===== src/rtl/panda_muldiv.sv =====
// Iterative RV32M multiply/divide unit: shift-add multiplier and restoring divider
// sharing one 2*WIDTH accumulator, with a valid/ready handshake on both sides.
module panda_muldiv #(
    parameter int WIDTH = 32
) (
    input  logic             clk_i,
    input  logic             rst_ni,
    input  logic             valid_i,
    output logic             ready_o,
    input  logic [2:0]       op_i,
    input  logic [WIDTH-1:0] op_a_i,
    input  logic [WIDTH-1:0] op_b_i,
    input  logic             kill_i,
    output logic             valid_o,
    input  logic             ready_i,
    output logic [WIDTH-1:0] result_o
);

    localparam int CW = $clog2(WIDTH);
    localparam logic [CW-1:0] LAST = CW'(WIDTH - 1);

    typedef enum logic [1:0] {IDLE, MUL, DIV, DONE} state_t;

    state_t               state;
    logic [CW-1:0]        counter;
    logic [2:0]           op_q;
    logic [WIDTH-1:0]     a_q;
    logic [WIDTH-1:0]     b_q;
    logic [WIDTH-1:0]     a_orig;
    logic [2*WIDTH-1:0]   acc;
    logic                 neg_prod, neg_q, neg_r, div_zero, ovf;

    logic                 accept;
    logic                 signed_a, signed_b, sign_a, sign_b;
    logic [WIDTH-1:0]     mag_a, mag_b;
    logic                 div_zero_in, ovf_in;
    logic [WIDTH:0]       mul_sum;
    logic [WIDTH+1:0]     div_diff;
    logic [2*WIDTH-1:0]   prod;
    logic [WIDTH-1:0]     quot_mag, rem_mag;

    assign ready_o = (state == IDLE);
    assign accept  = valid_i && ready_o && !kill_i;

    // MULHU, DIVU and REMU treat both operands as unsigned; MULHSU only rs1 signed.
    assign signed_a = (op_i == 3'b000) || (op_i == 3'b001) || (op_i == 3'b010) ||
                      (op_i == 3'b100) || (op_i == 3'b110);
    assign signed_b = (op_i == 3'b000) || (op_i == 3'b001) ||
                      (op_i == 3'b100) || (op_i == 3'b110);
    assign sign_a   = signed_a && op_a_i[WIDTH-1];
    assign sign_b   = signed_b && op_b_i[WIDTH-1];
    assign mag_a    = sign_a ? -op_a_i : op_a_i;
    assign mag_b    = sign_b ? -op_b_i : op_b_i;

    assign div_zero_in = (op_b_i == '0);
    assign ovf_in      = ((op_i == 3'b100) || (op_i == 3'b110)) &&
                         (op_a_i == {1'b1, {(WIDTH-1){1'b0}}}) && (op_b_i == '1);

    assign mul_sum  = {1'b0, acc[2*WIDTH-1:WIDTH]} + (acc[0] ? {1'b0, a_q} : '0);
    // Shifted remainder can reach WIDTH+1 bits, so the trial subtract carries two extra bits.
    assign div_diff = {1'b0, acc[2*WIDTH-1:WIDTH-1]} - {2'b00, b_q};

    always_ff @(posedge clk_i) begin
        if (!rst_ni) begin
            state    <= IDLE;
            counter  <= '0;
            op_q     <= '0;
            a_q      <= '0;
            b_q      <= '0;
            a_orig   <= '0;
            acc      <= '0;
            neg_prod <= 1'b0;
            neg_q    <= 1'b0;
            neg_r    <= 1'b0;
            div_zero <= 1'b0;
            ovf      <= 1'b0;
        end else if (kill_i) begin
            state   <= IDLE;
            counter <= '0;
        end else begin
            case (state)
                IDLE: begin
                    if (accept) begin
                        op_q     <= op_i;
                        a_q      <= mag_a;
                        b_q      <= mag_b;
                        a_orig   <= op_a_i;
                        neg_prod <= sign_a ^ sign_b;
                        neg_q    <= sign_a ^ sign_b;
                        neg_r    <= sign_a;
                        counter  <= '0;
                        if (!op_i[2]) begin
                            div_zero <= 1'b0;
                            ovf      <= 1'b0;
                            acc      <= {{WIDTH{1'b0}}, mag_b};
                            state    <= MUL;
                        end else begin
                            div_zero <= div_zero_in;
                            ovf      <= ovf_in;
                            acc      <= {{WIDTH{1'b0}}, mag_a};
                            state    <= (div_zero_in || ovf_in) ? DONE : DIV;
                        end
                    end
                end
                MUL: begin
                    acc     <= {mul_sum, acc[WIDTH-1:1]};
                    counter <= counter + 1'b1;
                    if (counter == LAST) state <= DONE;
                end
                DIV: begin
                    if (!div_diff[WIDTH+1])
                        acc <= {div_diff[WIDTH-1:0], acc[WIDTH-2:0], 1'b1};
                    else
                        acc <= {acc[2*WIDTH-2:WIDTH-1], acc[WIDTH-2:0], 1'b0};
                    counter <= counter + 1'b1;
                    if (counter == LAST) state <= DONE;
                end
                DONE: begin
                    if (ready_i) state <= IDLE;
                end
                default: state <= IDLE;
            endcase
        end
    end

    assign valid_o  = (state == DONE) && !kill_i;
    assign prod     = neg_prod ? -acc : acc;
    assign quot_mag = acc[WIDTH-1:0];
    assign rem_mag  = acc[2*WIDTH-1:WIDTH];

    always_comb begin
        result_o = '0;
        if (valid_o) begin
            if (!op_q[2]) begin
                result_o = (op_q[1:0] == 2'b00) ? prod[WIDTH-1:0] : prod[2*WIDTH-1:WIDTH];
            end else if (div_zero) begin
                result_o = op_q[1] ? a_orig : '1;
            end else if (ovf) begin
                result_o = op_q[1] ? '0 : a_orig;
            end else if (op_q[1]) begin
                result_o = neg_r ? -rem_mag : rem_mag;
            end else begin
                result_o = neg_q ? -quot_mag : quot_mag;
            end
        end
    end

endmodule


===== config.mk =====
export PLATFORM = sky130hd
export DESIGN_NAME = panda_muldiv
export DESIGN_NICKNAME = d
export VERILOG_FILES = /design/src/rtl/panda_muldiv.sv
export SDC_FILE = /design/constraint.sdc
export NUM_CORES = 1
export LEC_CHECK = 0
export CORE_AREA = 2 2 154 306
export CTS_CLUSTER_DIAMETER = 30
export DETAILED_ROUTE_END_ITERATION = 8
export DIE_AREA = 0 0 156 308
export DONT_BUFFER_PORTS = 1
export HOLD_SLACK_MARGIN = 0.06
export PLACE_DENSITY = 0.57
export SLEW_MARGIN = 20
export SYNTH_ARGS = -nofsm -noshare
export SYNTH_HDL_FRONTEND = slang
export SYNTH_SLANG_ARGS = --single-unit

===== constraint.sdc =====
create_clock -name clk_i -period 7.5 [get_ports clk_i]
set_input_delay 1.5 -clock clk_i [delete_from_list [all_inputs] [get_ports clk_i]]
set_output_delay 1.5 -clock clk_i [all_outputs]
set_load 0.01 [all_outputs]

Yosys cells after proc, flatten, opt, wreduce, memory -nomap -nowiden
Index checks and enable logic that the tools add are counted.
{ "word_totals": {"reg_bits": 174, "inputBits": 72, "out_inout_bits": 34, "word_cells": 91} }
{ "op_classes": {"add_sub_neg": 8, "eq_ne": 13, "muxes": 28, "bitwise": 3, "n_reduce_logical": 28} }
{ "op_table": {"columns": ["op", "count"], "rows": [
  ["32-bit two-way mux", 14],
  ["64-bit two-way mux", 3],
  ["64-bit one-hot mux with 3 select lines", 1],
  ["32-bit negation", 4],
  ["32-bit == test, second input constant", 2],
  ["64-bit negation", 1],
  ["33-bit by 32-bit subtractor with 34-bit output", 1],
  ["32-bit by 32-bit adder with 33-bit output", 1],
  ["32-bit zero test", 1],
  ["5-bit one-hot mux with 2 select lines", 1],
  ["3-bit AND reduction", 3],
  ["1-bit logical OR", 8],
  ["2-bit two-way mux", 4],
  ["1-bit logical AND", 7],
  ["3-bit == test, second input constant", 2],
  ["2-bit one-hot mux with 3 select lines", 1],
  ["5-bit by 1-bit adder with 5-bit output, second input constant", 1],
  ["5-bit == test, second input constant", 1],
  ["5-bit two-way mux", 1],
  ["2-bit == test, second input constant", 2],
  ["2-bit zero test", 2],
  ["2-bit by 1-bit inequality test with 1-bit output, second input constant", 2],
  ["2-bit OR reduction", 2],
  ["3-bit by 1-bit == test with 1-bit output, second input constant", 1],
  ["11 further kinds", 14]
]} }

Logic depth before layout (Yosys ltp)
{ "depth": {"ltp_word": 10, "ltp_mapped": 15, "mapped_depth_nobuf": 13} }

Worst setup path after synthesis
Ideal clock, no wire load.
{ "synth_timing": {"path_kind": "flip-flop to output port", "from": "reg acc[32]", "to": "out result_o[14]", "arrival_ps": 3252, "required_time_ps": 6000, "slack_ps": 2748, "stages_incl_launch_ff": 11, "n_path_buf": 0, "path_cell_list": "dfxtp_1 inv_1 ha_1 or3b_4 or4b_4 or4b_4 or3_4 o21ai_0 xnor2_1 mux2i_1 a221oi_1"} }
{ "synth_via": {"elab_chain_cells": 7} }
{ "synth_lines": {"columns": ["item", "line", "source"], "rows": [
  ["from (decl)", "30", "logic [2*WIDTH-1:0] acc;"],
  ["from (signal assigned)", "95", "acc <= {{WIDTH{1'b0}}, mag_b};"],
  ["from (signal assigned)", "100", "acc <= {{WIDTH{1'b0}}, mag_a};"],
  ["from (signal assigned)", "106", "acc <= {mul_sum, acc[WIDTH-1:1]};"],
  ["32-bit negation", "141", "result_o = neg_r ? -rem_mag : rem_mag;"],
  ["32-bit two-way mux", "141", null],
  ["32-bit two-way mux", "140", "end else if (op_q[1]) begin"],
  ["32-bit two-way mux", "138", "end else if (ovf) begin"],
  ["32-bit two-way mux", "136", "end else if (div_zero) begin"],
  ["32-bit two-way mux *", "134", "if (!op_q[2]) begin"],
  ["32-bit two-way mux *", "133", "if (valid_o) begin"],
  ["to (decl)", "16", "output logic [WIDTH-1:0] result_o"]
]} }
Mark *: on every way between the ends. The rest lies on a longest branch, timed or not.

Final worst setup path
{ "layout_timing": {"from": "reg acc[2]", "to": "out result_o[18]"} }
{ "layout_via": {"elab_chain_cells": 7} }
{ "layout_lines": {"columns": ["item", "line", "source"], "rows": [
  ["32-bit negation", "143", "result_o = neg_q ? -quot_mag : quot_mag;"],
  ["32-bit two-way mux", "143", null],
  ["32-bit two-way mux", "140", null],
  ["32-bit two-way mux", "138", null],
  ["32-bit two-way mux", "136", null],
  ["32-bit two-way mux *", "134", null],
  ["32-bit two-way mux *", "133", null]
]} }
Marks and branches as above.

==> impl_results.md <==
* Run status: finished clean
* Final HPWL from detailed placement at ~56000 um
* Die area at between 40000 and 50000 um2
* VDD IR-drop max at around 0.17 mV
* Unique masters post-synth at 90
* First-pass DRT Iterations at 6
* FF+latch count, synth at 173
* Area leader, netlist: dfxtp_1
* Final hold violations at 0
* Clock transition at path regs at 70 ps
* Top cells by count, synth: nand2_1, a21oi_1, nor2_1, o21ai_0, dfxtp_1
* Residual DRC at 0
* GRT Util Overall at between 20% and 30%
* Achievable frequency at about 0.16 GHz
* Synth Warn # at 0
* CP endpoint kind: output port
* Top cell type's share of synthesized area at a little over a fifth
* CP arrival at 4630 ps
* # placed instances at between 2000 and 3000
* Row cnt at about 110
* Power Dens Cells at around 160 nW/um2
* Ant diodes at 0
* H-tree Lvls at 4
* Worst endpoint required time at about 6000 ps
* Via/cell ratio at about 6.2
* Post-cts resize count at 0
* Psw at 993 uW
* Mapped Nets at 2356
* Crit-path max FO at 16
* Setup CP Type: reg2out
* Area contributors post-synth: dfxtp_1, nand2_1, a21oi_1
* Max-Cap Viols at 0
* Slew headroom at roughly 29%
* Number of global-route vias before repair at about 16000
* Worst-Margin Slew at 1060 ps
* Logic pwr share at 27.4%
* Die Ht at about 310 um
* Dpl ws at slightly below 2000 ps
* Final Cycle Share at 81.8%
* Flop pwr share at 38.6%
* Final wirelength at between 70000 and 80000 um
* Die W at ~160 um
* Synth Flop Type: dfxtp_1
* Global route overflow at 0
* Synthesized cell area at ~16000 um2
* Clk_skew at approximately 11 ps
* Final worst slack at around 1400 ps
* Worst skew pair latency at 460 ps
* Pin count of the biggest net entering global routing at 100
* CTS Buffer Depth at 2
* Number of buffers created by CTS at 17
* GPL Wtd Cong at roughly 1.0
* Leakage power total at approximately 6.4 nW
* Layout Nets at ~2200
* Setup violators final at 0
* CTS Hold Bufs at 0
* Top-count cell post-synth: nand2_1
* Post-CTS Repair Setup Buffers at 0
* Layout cells sized above 1 at under 10%
* Initial antenna violation count at 0
* Synth-to-Final Area Change at 6.18%
* Clock Sinks at 173
* CTS tree: done
* Root buffer cell: clkbuf_16
* Initial Util at between 30% and 40%
* Final Max Slew Viols at 0
* First-pass GRT wire length at about 100000 um
* Switching share of power at between 30% and 40%
* EDFF count, synth at 0
* Core area at 45700 um2
* Ys async rst share at 0%
* Tmin final at 6130 ps
* Worst min path class: reg2reg
* Post-Syn Area per Cell at just over 7 um2
* Vias at 16500
* Number of port buffers at 0
* Antenna Nets Post-Route at 0
* P_int at between 1.5 and 2 mW
* Post-route insts no fill at around 2700
* Clock Power Share at around a third
* Drt first-iter violations at 1578
* RSZ-0062 raised after global routing: false
* I/O pins at 106
* Post-synthesis sequential area ratio at 22.0%
* WL/cell at about 27 um
* Setup TNS at 0 ps
* Crit start category: register
* Syn Inst Count at 2206
[cell type report]
| cell class | instances | area (um2) |
|---|---|---|
| fill | 4871 | 29000 |
| multi-input combinational | 1788 | 11400 |
| sequential | 173 | 3460 |
| tap | 565 | 707 |
| clock buffer | 20 | 457 |
| timing repair buffer | 38 | 305 |
| inverter | 77 | 290 |
| clock inverter | 12 | 126 |
[cells in the final DEF, fill, tap and decap left out, types with 31 or more instances in the layout]
| cell type | instances |
|---|---|
| o31ai_1 | 31 |
| and2_1 | 39 |
| dfxtp_1 | 172 |
| inv_1 | 76 |
| o21ai_0 | 177 |
| a211oi_1 | 76 |
| xor2_1 | 108 |
| xnor2_1 | 94 |
| nand2_1 | 290 |
| ha_1 | 75 |
| buf_4 | 37 |
| nor2_1 | 191 |
| nand3_1 | 39 |
| a21oi_1 | 200 |
| a22oi_1 | 45 |
[metal layers]
metal | routed length [um] | global-route usage [%] | up-vias
li1 | - | - | 7740
met1 | 24100 | 29.0 | 7778
met2 | 34800 | 51.4 | 768
met3 | 4520 | 5.17 | 252
met4 | 7920 | 26.4 | 0
met5 | 0 | 0 | -
[sequential cells by signal (all words and copies together), names as in the netlist]
signal / flops
a_orig: 31
a_q: 32
ovf: 1
b_q: 32
state: 2
neg_r: 1
acc: 64
neg_q: 1
div_zero: 1
counter: 5
op_q: 3
[stage by stage]
stage	area [um2]	utilization (%)	hold WS [ps]	power, mW
6_report	16700	36.6	464	2.69
5_1_grt	16700	36.6	486	2.79
2_1_floorplan	15800	-	433	1.54
3_3_place_gp	16100	35.3	448	1.77
4_1_cts	16700	36.5	469	2.68
3_5_place_dp	16100	35.3	460	1.78
[path summary, 6_finish.rpt]
path	slack, ps	startpoint	end	cells past startpoint
max	1370	acc[2]$_SDFFE_PN0P_	result_o[18]	9
min reg2reg	460	a_orig[8]$_SDFFE_PN0P_	a_orig[8]$_SDFFE_PN0P_	2
max reg2reg	3140	acc[31]$_SDFFE_PN0P_	acc[62]$_SDFFE_PN0P_	13
min	460	a_orig[8]$_SDFFE_PN0P_	a_orig[8]$_SDFFE_PN0P_	2
[worst max-delay path, stage by stage, from the launching register on]
cell and delay, ps:
dfxtp_1 390, or4_1 660, nor3_1 310, nand2_1 170, nor4b_1 420, nand3b_1 570, o41ai_1 520, xnor2_1 170
nor2_1 60, a2111oi_1 910
[power groups by stage]
stage	logic, mW	clock network [mW]	registers (mW)
2_1_floorplan	0.517	0	1.02
3_3_place_gp	0.716	0	1.05
3_5_place_dp	0.719	0	1.06
4_1_cts	0.722	0.918	1.04
5_1_grt	0.790	0.954	1.04
6_report	0.738	0.913	1.04
[cell families (layout without fill, tap and decap cells)]
| kind of cell | after synthesis | in the layout | share of synthesized area [%] |
|---|---|---|---|
| XOR/XNOR | 202 | 202 | 11.2 |
| AND/OR/NAND/NOR | 723 | 723 | 21.6 |
| adder cells (fa/ha/maj) | 80 | 80 | 6.42 |
| AO/OA/AOI/OAI | 753 | 753 | 30.9 |
| buffers and inverters | 245 | 147 | 5.96 |
| flip-flops | 173 | 173 | 22.0 |
| multiplexers | 30 | 30 | 1.95 |
(Power assumes the default switching activity.)
